File: src/rtl/br_flow_demux_select_stable_if.sv
// Bundle of push/pop signals for br_flow_demux_select_stable.
// master: producer and consumers (drive push beats and pop_ready).
// slave:  the demux itself.
interface br_flow_demux_select_stable_if #(
    parameter int NumFlows = 2,
    parameter int Width    = 1
);
    localparam int SelWidth = ($clog2(NumFlows) > 1) ? $clog2(NumFlows) : 1;

    logic                           push_ready;
    logic                           push_valid;
    logic [SelWidth-1:0]            push_select;
    logic [Width-1:0]               push_data;
    logic [NumFlows-1:0]            pop_ready;
    logic [NumFlows-1:0]            pop_valid;
    logic [NumFlows-1:0][Width-1:0] pop_data;
    logic                           drop;

    modport master (
        input  push_ready,
        output push_valid,
        output push_select,
        output push_data,
        output pop_ready,
        input  pop_valid,
        input  pop_data,
        input  drop
    );

    modport slave (
        output push_ready,
        input  push_valid,
        input  push_select,
        input  push_data,
        input  pop_ready,
        output pop_valid,
        output pop_data,
        output drop
    );
endinterface

File: src/rtl/br_flow_demux_select_stable.sv
// Stable flow demux: one push flow steered to one of NumFlows pop flows by a
// per-beat select. Every output owns its register (or 2-entry skid buffer when
// RegisterPopReady=1), so a stalled output never blocks beats for the others.
// Optional macro BR_FLOW_DEMUX_SELECT_STABLE_DROP_EN: out-of-range selects are
// accepted and discarded with a one-cycle registered drop pulse; without it,
// out-of-range selects are never accepted and drop is tied low.
module br_flow_demux_select_stable #(
    parameter int NumFlows                  = 2,
    parameter int Width                     = 1,
    parameter int RegisterPopReady          = 0,
    parameter int EnableAssertPushDataKnown = 1,
    parameter int EnableAssertFinalNotValid = 1
) (
    input  logic                          clk,
    input  logic                          rst,
    br_flow_demux_select_stable_if.slave  io
);
    localparam int SelWidth = ($clog2(NumFlows) > 1) ? $clog2(NumFlows) : 1;

    logic [NumFlows-1:0]            sel_onehot_s;
    logic [NumFlows-1:0]            can_accept_s;
    logic [NumFlows-1:0]            wr_en_s;
    logic                           in_range_s;
    logic                           drop_accept_s;
    logic                           push_ready_s;
    logic                           push_xfer_s;
    logic [NumFlows-1:0]            head_valid_r;
    logic [NumFlows-1:0][Width-1:0] head_data_r;

    // Decode the select; an index with no matching output is out of range.
    always_comb begin
        sel_onehot_s = '0;
        for (int i = 0; i < NumFlows; i++) begin
            sel_onehot_s[i] = (io.push_select == SelWidth'(i));
        end
        in_range_s = |sel_onehot_s;
    end

`ifdef BR_FLOW_DEMUX_SELECT_STABLE_DROP_EN
    assign drop_accept_s = !in_range_s;
`else
    assign drop_accept_s = 1'b0;
`endif

    // Ready only for the selected output's free slot (or a droppable beat); low in reset.
    always_comb begin
        if (rst) begin
            push_ready_s = 1'b0;
        end else begin
            push_ready_s = (|(sel_onehot_s & can_accept_s)) || drop_accept_s;
        end
    end

    assign push_xfer_s = io.push_valid && push_ready_s;
    assign wr_en_s     = sel_onehot_s & {NumFlows{push_xfer_s}};

    generate
        if (RegisterPopReady != 0) begin : g_skid
            logic [NumFlows-1:0]            tail_valid_r;
            logic [NumFlows-1:0][Width-1:0] tail_data_r;
            logic [NumFlows-1:0]            pop_s;

            // Accept depends on registered occupancy only: no pop_ready to push_ready path.
            assign can_accept_s = ~tail_valid_r;
            assign pop_s        = head_valid_r & io.pop_ready;

            // Per-output 2-entry skid buffer; head drives the pop side.
            always_ff @(posedge clk or posedge rst) begin
                if (rst) begin
                    head_valid_r <= '0;
                    head_data_r  <= '0;
                    tail_valid_r <= '0;
                    tail_data_r  <= '0;
                end else begin
                    for (int i = 0; i < NumFlows; i++) begin
                        case ({pop_s[i], wr_en_s[i]})
                            2'b11: begin
                                // Tail is empty whenever a write is allowed: reload head.
                                head_data_r[i] <= io.push_data;
                            end
                            2'b10: begin
                                if (tail_valid_r[i]) begin
                                    head_data_r[i]  <= tail_data_r[i];
                                    tail_valid_r[i] <= 1'b0;
                                end else begin
                                    head_valid_r[i] <= 1'b0;
                                end
                            end
                            2'b01: begin
                                if (head_valid_r[i]) begin
                                    tail_data_r[i]  <= io.push_data;
                                    tail_valid_r[i] <= 1'b1;
                                end else begin
                                    head_data_r[i]  <= io.push_data;
                                    head_valid_r[i] <= 1'b1;
                                end
                            end
                            default: begin
                                head_valid_r[i] <= head_valid_r[i];
                            end
                        endcase
                    end
                end
            end
        end else begin : g_single
            // A slot frees up in the same cycle its current beat is popped.
            assign can_accept_s = ~head_valid_r | io.pop_ready;

            // Per-output single register; simultaneous pop and push reload it.
            always_ff @(posedge clk or posedge rst) begin
                if (rst) begin
                    head_valid_r <= '0;
                    head_data_r  <= '0;
                end else begin
                    for (int i = 0; i < NumFlows; i++) begin
                        if (wr_en_s[i]) begin
                            head_valid_r[i] <= 1'b1;
                            head_data_r[i]  <= io.push_data;
                        end else if (io.pop_ready[i]) begin
                            head_valid_r[i] <= 1'b0;
                        end else begin
                            head_valid_r[i] <= head_valid_r[i];
                        end
                    end
                end
            end
        end
    endgenerate

`ifdef BR_FLOW_DEMUX_SELECT_STABLE_DROP_EN
    logic drop_r;

    // One-cycle pulse after an out-of-range beat is swallowed.
    always_ff @(posedge clk or posedge rst) begin
        if (rst) begin
            drop_r <= 1'b0;
        end else begin
            drop_r <= push_xfer_s && !in_range_s;
        end
    end

    assign io.drop = drop_r;
`else
    assign io.drop = 1'b0;
`endif

    assign io.push_ready = push_ready_s;
    assign io.pop_valid  = head_valid_r;
    assign io.pop_data   = head_data_r;

`ifndef SYNTHESIS
    br_flow_demux_select_stable_chk #(
        .NumFlows                  (NumFlows),
        .Width                     (Width),
        .EnableAssertPushDataKnown (EnableAssertPushDataKnown),
        .EnableAssertFinalNotValid (EnableAssertFinalNotValid)
    ) u_chk (
        .clk         (clk),
        .rst         (rst),
        .push_valid  (io.push_valid),
        .push_ready  (push_ready_s),
        .push_select (io.push_select),
        .push_data   (io.push_data),
        .pop_ready   (io.pop_ready),
        .pop_valid   (head_valid_r),
        .pop_data    (head_data_r),
        .in_range    (in_range_s)
    );
`endif
endmodule

// Protocol checks on both sides of the demux.
module br_flow_demux_select_stable_chk #(
    parameter int NumFlows                  = 2,
    parameter int Width                     = 1,
    parameter int EnableAssertPushDataKnown = 1,
    parameter int EnableAssertFinalNotValid = 1,
    localparam int SelWidth = ($clog2(NumFlows) > 1) ? $clog2(NumFlows) : 1
) (
    input logic                           clk,
    input logic                           rst,
    input logic                           push_valid,
    input logic                           push_ready,
    input logic [SelWidth-1:0]            push_select,
    input logic [Width-1:0]               push_data,
    input logic [NumFlows-1:0]            pop_ready,
    input logic [NumFlows-1:0]            pop_valid,
    input logic [NumFlows-1:0][Width-1:0] pop_data,
    input logic                           in_range
);
    a_push_hold: assert property (@(posedge clk) disable iff (rst)
        push_valid && !push_ready |=> push_valid && $stable(push_select) && $stable(push_data));

    generate
        if (EnableAssertPushDataKnown != 0) begin : g_known
            a_push_known: assert property (@(posedge clk) disable iff (rst)
                push_valid |-> !$isunknown(push_data));
        end
        for (genvar g = 0; g < NumFlows; g++) begin : g_pop
            a_pop_stable: assert property (@(posedge clk) disable iff (rst)
                pop_valid[g] && !pop_ready[g] |=> pop_valid[g] && $stable(pop_data[g]));
        end
    endgenerate

`ifndef BR_FLOW_DEMUX_SELECT_STABLE_DROP_EN
    a_in_range: assert property (@(posedge clk) disable iff (rst)
        push_valid |-> in_range);
`endif

    // Everything should have drained by the end of simulation.
    final begin
        if (EnableAssertFinalNotValid != 0) begin
            a_final_empty: assert (pop_valid == '0);
        end
    end
endmodule

File: src/flat_wrapper.sv
// flat-port wrapper written by rule: the top's interface ports become plain ports
module br_flow_demux_select_stable_flat 
#(
    parameter int NumFlows                  = 2,
    parameter int Width                     = 1,
    parameter int RegisterPopReady          = 0,
    parameter int EnableAssertPushDataKnown = 1,
    parameter int EnableAssertFinalNotValid = 1
)
  (clk, rst, io_push_ready, io_push_valid, io_push_select, io_push_data, io_pop_ready, io_pop_valid, io_pop_data, io_drop);
  br_flow_demux_select_stable_if #(.NumFlows(NumFlows), .Width(Width)) io_i ();
  input  logic clk;
  input  logic rst;
  output wire logic [$bits(io_i.push_ready)-1:0] io_push_ready;
  input wire logic [$bits(io_i.push_valid)-1:0] io_push_valid;
  input wire logic [$bits(io_i.push_select)-1:0] io_push_select;
  input wire logic [$bits(io_i.push_data)-1:0] io_push_data;
  input wire logic [$bits(io_i.pop_ready)-1:0] io_pop_ready;
  output wire logic [$bits(io_i.pop_valid)-1:0] io_pop_valid;
  output wire logic [$bits(io_i.pop_data)-1:0] io_pop_data;
  output wire logic [$bits(io_i.drop)-1:0] io_drop;
  assign io_push_ready = io_i.push_ready;
  assign io_i.push_valid = io_push_valid;
  assign io_i.push_select = io_push_select;
  assign io_i.push_data = io_push_data;
  assign io_i.pop_ready = io_pop_ready;
  assign io_pop_valid = io_i.pop_valid;
  assign io_pop_data = io_i.pop_data;
  assign io_drop = io_i.drop;
  br_flow_demux_select_stable #(.NumFlows(NumFlows), .Width(Width), .RegisterPopReady(RegisterPopReady), .EnableAssertPushDataKnown(EnableAssertPushDataKnown), .EnableAssertFinalNotValid(EnableAssertFinalNotValid)) u_core (.clk(clk), .rst(rst), .io(io_i));
endmodule
File: config.mk
export PLATFORM = sky130hd
export DESIGN_NAME = br_flow_demux_select_stable_flat
export DESIGN_NICKNAME = d
export VERILOG_FILES = /design/src/rtl/br_flow_demux_select_stable_if.sv /design/src/rtl/br_flow_demux_select_stable.sv /design/src/flat_wrapper.sv
export SDC_FILE = /design/constraint.sdc
export NUM_CORES = 1
export LEC_CHECK = 0
export BUFFER_PORTS_ARGS = -buffer_cell sky130_fd_sc_hd__buf_2
export CORE_AREA = 2 2 39 41
export CTS_CLUSTER_DIAMETER = 150
export CTS_CLUSTER_SIZE = 28
export DETAILED_ROUTE_END_ITERATION = 12
export DIE_AREA = 0 0 41 43
export PLACE_DENSITY = 0.44
export SYNTH_ARGS = -nofsm -noshare
export SYNTH_HDL_FRONTEND = slang
export SYNTH_SLANG_ARGS = --single-unit
File: constraint.sdc
create_clock -name clk -period 1.5 [get_ports clk]
set_input_delay 0.075 -clock clk [delete_from_list [all_inputs] [get_ports clk]]
set_output_delay 0.075 -clock clk [all_outputs]
set_load 0.05 [all_outputs]
==> results of run 1 <==
flip-flops by register name, indices dropped and copies added, names as in the netlist:
| signal | cells |
|---|---|
| u_core.io.pop_data | 2 |
| u_core.io.pop_valid | 2 |
logic make-up after synthesis:
logic type             count (synthesis)
buffers and inverters                  3
AO/OA/AOI/OAI                          3
AND/OR/NAND/NOR                        7
flip-flops                             4
multiplexers                           2
other                                  1
stage by stage:
stage          util (%)  setup WS [ns]  cell area (um2)  instances
3_3_place_gp      21.97         0.3843            304.0         46
2_1_floorplan         -        0.07901            236.5         20
5_1_grt           24.32        0.07167            336.6         50
6_report          24.32         0.1250            336.6         50
3_5_place_dp      21.97         0.3716            304.0         46
4_1_cts           24.32         0.1123            336.6         50
cell usage in the layout (no fill, tap or decap):
cell	count
nor2_1	2
mux2_4	1
dfrtp_1	4
nand2b_4	2
nor2b_1	1
dlygate4sd3_1	1
clkbuf_4	3
mux2_2	1
a211oi_4	1
nor3b_2	1
inv_1	2
buf_2	11
o21ai_0	2
nand3b_1	1
conb_1	1
layout make-up:
cell class              instances  area share, %
flip-flops and latches          4          29.74
well taps                      16          5.948
repair buffers                 12          19.33
multi-input cells              13          36.06
clock buffers                   3          6.691
inverters                       2          2.230
how the worst min path moves through the flow:
stage / to / from / cells past startpoint / slack, ns
2_1_floorplan: u_core.io.pop_data[0] / rst / 1 / -0.16
3_3_place_gp: u_core.io.pop_valid[0] / rst / 2 / 0.02
3_5_place_dp: u_core.io.pop_valid[0] / rst / 2 / 0.02
4_1_cts: u_core.io.pop_valid[1] / io_pop_ready[1] / 2 / 0.03
5_1_grt: u_core.io.pop_valid[1] / io_pop_ready[1] / 2 / 0.03
6_report: u_core.io.pop_valid[1] / io_pop_ready[1] / 2 / 0.03
layer usage:
metal  up-vias  GRT usage, %
li1         91             -
met1        78         9.446
met2        14         5.938
met3         2         6.806
met4         0         8.000
met5         -             0
power by group through the flow:
stage	logic [mW]	registers [mW]	clock network, mW
4_1_cts	0.141	0.134	0.145
5_1_grt	0.145	0.137	0.158
2_1_floorplan	0.0480	0.191	0
3_5_place_dp	0.139	0.134	0
6_report	0.139	0.134	0.138
3_3_place_gp	0.139	0.135	0
repair_timing:
action | 4_1_cts | 5_1_grt
hold buffers | 1 | 0
endpoints found under the hold margin | 4 | 0
setup endpoints to repair | 0 | 0
worst max-delay path, cell delays in order (launching register included):
cell and delay [ns]:
dfrtp_1 0.38, nor2b_1 0.17, a211oi_4 0.23, buf_2 0.29
==> results_dict.tcl, run 1 <==
set metrics [dict create \
    synthAdderAreaFrac_pct 0 \
    gp_congestion 0.6279 \
    grt_pass1_wl_um 738 \
    critPathLaunch "u_core.io.pop_valid[1]" \
    cp_max_fo 3 \
    met2_length_um 157 \
    ff_latch_area_um2 100.1 \
    setup_violations 0 \
    h-tree-depth 1 \
    skew_ns 0.00009609 \
    cts_num_sinks 4 \
    drv_slew 0 \
    cp-end-kind "primary output" \
    drt-pass1-iter-count 2 \
    worstSetupStartpointType "flop" \
    power_mw 0.4114 \
    rr_startpoint "u_core.io.pop_valid[1]" \
    wl_met1_um 246 \
    yosysSeqAreaShare_pct 44.69 \
    grt_max_degree 6 \
    p_int_mw 0.2569 \
    die-area_um2 1763 \
    yosysMostFrequentCell "dfrtp_1" \
    cts_buffers 3 \
    power_leakage_nw 0.1690 \
    clk_pin_slew_worst_paths_ns 0.04 \
    clkPwrFrac_pct 33.6 \
    swShare_pct 37.55 \
    timing.rr.end "u_core.io.pop_data[1]" \
    arrival_ns 1.30 \
    synth_edf_count 0 \
    io-pin-count 13 \
    insertion_delay_ns 0.24 \
    seqPwrFrac_pct 32.6 \
    avgSynthCellArea_um2 11.20 \
    post-route-period-util_pct 91.67 \
    whs_ns 0.03491 \
    synth_nets 27 \
    drive_above_1_share_pct 58.82 \
    nFillCells 159 \
    drt_iter0_drc 3 \
    rsz0062_at_grt "no" \
    synth-seq-cells 4 \
    netlist_instances 20 \
    hpwl_um 394 \
    status "completed" \
    initial_core_util_pct 16.18 \
    hold_viol_final 0 \
    rows 14 \
    drv_cap 0 \
    via_per_inst 3.700 \
    io_buffer_count 11 \
    peakVddDrop_mv 0.3657 \
    regToRegSetupSlack_ns 0.40 \
    die_x_um 41 \
    synth.distinct_cells 13 \
    synth_top_area_cell "dfrtp_1" \
    nets 43 \
    vias 185 \
    cp-endpoint "io_push_ready" \
    synth_warnings 0 \
    cp.required_ns 1.42 \
    fin_tns_setup_ns 0 \
    fmax_ghz 0.7273 \
    met3_length_um 75 \
    p_comb_share_pct 33.8 \
    cts-root-buf "clkbuf_4" \
    syn-cell-area_um2 224.0 \
    synth_top_area_share_pct 44.69 \
    grt_pass1_vias 162 \
    synth_top_family_by_area "simple AND/OR/NAND/NOR gates" \
    drc 0 \
    synthSimpleGateAreaFrac_pct 27.37 \
    grt-ovfl-total 0 \
    synthTopCellsByArea "dfrtp_1 (45%), nand2b_4 (12%), mux2_4 (6.7%), nor3b_2 (5.6%), mux2_2 (5.0%)" \
    multi_input_area_um2 121.4 \
    wire_per_inst_um 9.880 \
    post_cts_buffers 0 \
    path_class "reg2out" \
    die_h_um 43 \
    antenna_found_initial 0 \
    reg2regPathDepth 3 \
    hold_path.class "in2reg" \
    postSynth.asyncResetShare_pct 100.0 \
    wl_um 494 \
    min_period_ns 1.375 \
    core_um2 1384 \
    ys_dominant_reg_cell "dfrtp_1" \
    power_density_nw_per_um2 1222 \
    power.net_switching_mw 0.1545 \
    synth_common_cells "dfrtp_1 (4), inv_1 (2), nand2b_4 (2), nor2_1 (2), o21ai_0 (2)" \
    diodes 0 \
    synth_xor_area_share_pct 0 \
    top_layer "met4" \
    ant_nets 0 \
    cts_buffer_depth 2 \
    synth_compound_area_share_pct 7.821 \
    cts_resized 0 \
    synth.area.mux_share_pct 11.73 \
    track_usage_pct 7.359 \
    cts_tree "yes" \
    syn_to_final_growth_pct 50.28 \
]
Note: power is estimated with default switching activity, not from simulation.
==> inputs of run 2 (changes only) <==
--- a/config.mk
+++ b/config.mk
@@ -11,7 +11,7 @@
 export CTS_CLUSTER_SIZE = 28
 export DETAILED_ROUTE_END_ITERATION = 12
 export DIE_AREA = 0 0 41 43
-export PLACE_DENSITY = 0.44
+export PLACE_DENSITY = 0.45
 export SYNTH_ARGS = -nofsm -noshare
 export SYNTH_HDL_FRONTEND = slang
 export SYNTH_SLANG_ARGS = --single-unit
==> constraint.sdc (replaced) <==
create_clock -name clk -period 1.1 [get_ports clk]
set_input_delay 0.055 -clock clk [delete_from_list [all_inputs] [get_ports clk]]
set_output_delay 0.055 -clock clk [all_outputs]
set_load 0.05 [all_outputs]
==> results_dict.tcl, run 2 (synthesis results as in run 1) <==
set metrics [dict create \
    status "complete, but fails checks" \
    failed_checks "negative setup slack" \
    insertion_delay_ns 0.24 \
    worstSetupStartpointType "flop" \
    ant_nets 0 \
    power_leakage_nw 0.1755 \
    setup_violations 2 \
    cp_max_fo 2 \
    gp_congestion 0.7043 \
    track_usage_pct 7.972 \
    fin_tns_setup_ns -0.1097 \
    clk_pin_slew_worst_paths_ns 0.03 \
    path_class "reg2out" \
    wire_per_inst_um 10.18 \
    hold_path_depth 2 \
    cts_buffer_depth 2 \
    fmax_ghz 0.8290 \
    initial_core_util_pct 16.18 \
    die_x_um 41 \
    io_buffer_count 11 \
    skew_ns 0.00009132 \
    placed_area_um2 316.6 \
    nFillCells 153 \
    drv_cap 0 \
    layout_common_cells "buf_2 (10), clkbuf_4 (3)" \
    cts_num_sinks 4 \
    rows 14 \
    nets 44 \
    reg2regPathDepth 3 \
    drc 0 \
    arrival_ns 1.15 \
    drt-pass1-iter-count 2 \
    cp-end-kind "primary output" \
    regToRegSetupSlack_ns 0 \
    hold_viol_final 0 \
    io-pin-count 13 \
    rsz0062_at_grt "yes" \
    die_h_um 43 \
    drv_slew 0 \
    cts_tree "yes" \
    die-area_um2 1763 \
    vias 193 \
    cp.required_ns 1.04 \
    rr_startpoint "u_core.io.pop_valid[0]" \
    wl_um 519 \
    post-route-period-util_pct 109.7 \
    cts-root-buf "clkbuf_4" \
    drive_above_1_share_pct 71.43 \
    h-tree-depth 1 \
    grt_pass1_vias 220 \
    diodes 0 \
    grt_pass1_wl_um 855 \
    power_density_nw_per_um2 1576 \
    worst_hold_startpoint "io_pop_ready[1]" \
    antenna_found_initial 0 \
    dpl_worst_slack_ns -0.01492 \
    fin_ws_ns -0.1062 \
    whs_ns 0.04816 \
    timing.rr.end "u_core.io.pop_data[0]" \
    syn_to_final_growth_pct 62.01 \
    hpwl_um 416.3 \
    grt-ovfl-total 0 \
    final_common_cell "buf_2" \
    drt_iter0_drc 1 \
    cts_buffers 3 \
    grt_max_degree 6 \
    hold_path.class "in2reg" \
    critPathLaunch "u_core.io.pop_valid[1]" \
    min_period_ns 1.206 \
    via_per_inst 3.784 \
    design_area_um2 362.8 \
    hold_end "u_core.io.pop_valid[1]" \
    core_um2 1384 \
    peakVddDrop_mv 0.7647 \
]
-- run 2: cell count changes in the layout (fill, tap and decap cells not counted), sizes merged --
cell	before	now
buf	11	12
-- run 2: worst max-delay path by stage --
stage,to,cells past startpoint
floorplan,io_push_ready,2
global placement,u_core.io.pop_data[0],3
detailed placement,u_core.io.pop_data[0],3
CTS,io_push_ready,3
global route,io_push_ready,3
finish,io_push_ready,3
-- run 2: critical path, stage by stage, from the launching register on --
cell,delay (ns)
dfrtp_2,0.39
nor2b_4,0.13
a211oi_4,0.21
buf_6,0.19
-- run 2: area by class of cell --
class | count | area, um2 | share of cell area [%]
multi-input combinational | 13 | 131.4 | 36.21
sequential | 4 | 102.6 | 28.28
timing repair buffer | 13 | 78.83 | 21.72
clock buffer | 3 | 22.52 | 6.207
tap | 16 | 20.02 | 5.517
inverter | 2 | 7.507 | 2.069
-- run 2: layer usage --
metal / share of wire, % / track usage [%]
met3: 18 / 7.853
met2: 40 / 9.688
met1: 41 / 9.804
met4: 0 / 2.000
met5: 0 / 0
-- run 2: stage by stage --
stage / util (%) / power (mW) / std cells
after floorplan: - / 0.3298 / 20
after global placement: 22.88 / 0.3756 / 46
after detailed placement: 22.88 / 0.3784 / 46
after CTS: 26.22 / 0.5836 / 51
after global routing: 26.22 / 0.6046 / 51
final: 26.22 / 0.5720 / 51
-- run 2: power by group --
group | switching [mW] | internal [mW] | total [mW]
Sequential | 0.0117 | 0.171 | 0.182
Combinational | 0.136 | 0.0682 | 0.204
Clock | 0.0635 | 0.122 | 0.186
-- run 2: what timing repair did --
action	4_1_cts	5_1_grt
buffers inserted	1	0
pin swaps	1	0
hold endpoints to repair	4	0
endpoints found under the setup margin	3	3
hold buffers	1	0
gates resized for setup	2	0
==> inputs of run 3 (changes only) <==
--- a/config.mk
+++ b/config.mk
@@ -11,7 +11,7 @@
 export CTS_CLUSTER_SIZE = 28
 export DETAILED_ROUTE_END_ITERATION = 12
 export DIE_AREA = 0 0 41 43
-export PLACE_DENSITY = 0.45
+export PLACE_DENSITY = 0.44
 export SYNTH_ARGS = -nofsm -noshare
 export SYNTH_HDL_FRONTEND = slang
 export SYNTH_SLANG_ARGS = --single-unit
==> constraint.sdc (replaced) <==
create_clock -name clk -period 1.4 [get_ports clk]
set_input_delay 0.07 -clock clk [delete_from_list [all_inputs] [get_ports clk]]
set_output_delay 0.07 -clock clk [all_outputs]
set_load 0.05 [all_outputs]
==> results_dict.tcl, run 3 (synthesis results as in run 1) <==
set metrics [dict create \
    status "completed" \
    grt_pass1_wl_um 841 \
    power_leakage_nw 0.1691 \
    cts_num_sinks 4 \
    worstSetupStartpointType "flop" \
    syn_to_final_growth_pct 50.28 \
    cp_cell_sequence "nand2b_4 -> nor2_1 -> a211oi_4 -> buf_2" \
    insertion_delay_ns 0.24 \
    hold_end "u_core.io.pop_valid[1]" \
    min_period_ns 1.324 \
    cts_buffer_depth 2 \
    ant_nets 0 \
    cts_hold_buf 1 \
    drive_above_1_share_pct 58.82 \
    h-tree-depth 1 \
    multi_input_area_um2 121.4 \
    io_buffer_count 11 \
    power.net_switching_mw 0.1619 \
    hold_path.class "in2reg" \
    cpPeakStageDelay_ns 0.40 \
    post_cts_buffers 0 \
    worst_hold_startpoint "io_pop_ready[1]" \
    diodes 0 \
    hold_path_depth 2 \
    ff_latch_area_um2 100.1 \
    drt_iter0_drc 3 \
    cp_max_fo 3 \
    path_buf_inv 1 \
    drv_slew 0 \
    die_h_um 43 \
    track_usage_pct 8.375 \
    seqPwrFrac_pct 32.9 \
    fmax_ghz 0.7554 \
    post-route-period-util_pct 94.56 \
    drv_cap 0 \
    cpMaxStageDelayCell "dfrtp_1" \
    p_comb_share_pct 34.2 \
    timing.rr.end "u_core.io.pop_data[1]" \
    wire_per_inst_um 9.920 \
    cts_tree "yes" \
    cp.required_ns 1.33 \
    io-pin-count 13 \
    wl_um 496 \
    power_density_nw_per_um2 1298 \
    grt-ovfl-total 0 \
    regToRegSetupSlack_ns 0.30 \
    layout_common_cells "buf_2 (11), dfrtp_1 (4), clkbuf_4 (3)" \
    swShare_pct 37.06 \
    die_x_um 41 \
    nets 43 \
    antenna_found_initial 0 \
    hold_viol_final 0 \
    via_per_inst 3.800 \
    core_um2 1384 \
    setup_violations 0 \
    clkPwrFrac_pct 32.9 \
    gp_congestion 0.6645 \
    arrival_ns 1.25 \
    p_int_mw 0.2749 \
    cp-end-kind "primary output" \
    fin_tns_setup_ns 0 \
    path_class "reg2out" \
    drc 0 \
    final_common_cell "buf_2" \
    rsz0062_at_grt "no" \
    vias 190 \
    clk_pin_slew_worst_paths_ns 0.04 \
    rows 14 \
    cts-root-buf "clkbuf_4" \
    grt_max_degree 6 \
    cts_resized 0 \
    crit_family "flip-flops" \
    post-route-util_pct 24.32 \
    initial_core_util_pct 16.18 \
    nFillCells 158 \
    skew_ns 0.00003914 \
    reg2regPathDepth 3 \
    cts_buffers 3 \
    grt_pass1_vias 199 \
    drt-pass1-iter-count 4 \
    die-area_um2 1763 \
    peakVddDrop_mv 0.3143 \
    rr_startpoint "u_core.io.pop_valid[1]" \
]
-- run 3: stage by stage --
stage	hold WS (ns)	power [mW]	area, um2	worst slack [ns]	instances
after global routing	0.07087	0.4667	336.6	0.02325	50
after CTS	0.04284	0.4467	336.6	0.06134	50
after floorplan	-0.1639	0.2557	236.5	0.006487	20
final	0.03958	0.4368	336.6	0.07623	50
after global placement	0.009624	0.2935	304.0	0.2907	46
after detailed placement	0.002721	0.2938	304.0	0.2979	46
-- run 3: how the worst max path moves through the flow --
stage | start | endpoint | slack [ns] | cells past startpoint
after floorplan | u_core.io.pop_valid[1] | io_push_ready | 0.006 | 2
after global placement | u_core.io.pop_valid[0] | u_core.io.pop_data[0] | 0.29 | 3
after detailed placement | u_core.io.pop_valid[1] | u_core.io.pop_data[1] | 0.30 | 3
after CTS | u_core.io.pop_valid[1] | io_push_ready | 0.06 | 3
after global routing | u_core.io.pop_valid[1] | io_push_ready | 0.02 | 3
final | u_core.io.pop_valid[0] | io_push_ready | 0.08 | 4
-- run 3: per-layer routing --
| layer | GRT usage (%) | wire (um) |
|---|---|---|
| met1 | 10.13 | 222 |
| met2 | 7.500 | 166 |
| met3 | 5.236 | 80 |
| met4 | 12.00 | 27 |
| met5 | 0 | 0 |
-- run 3: layout make-up --
type                    instances  area share, %
multi-input cells              13          36.06
flip-flops and latches          4          29.74
repair buffers                 12          19.33
clock buffers                   3          6.691
well taps                      16          5.948
inverters                       2          2.230
-- run 3: power groups by stage --
| stage | Clock, mW | Sequential [mW] | Combinational [mW] |
|---|---|---|---|
| 6_report | 0.144 | 0.144 | 0.149 |
| 5_1_grt | 0.161 | 0.147 | 0.159 |
| 4_1_cts | 0.151 | 0.144 | 0.151 |
| 3_5_place_dp | 0 | 0.146 | 0.148 |
| 3_3_place_gp | 0 | 0.144 | 0.149 |
| 2_1_floorplan | 0 | 0.204 | 0.0512 |
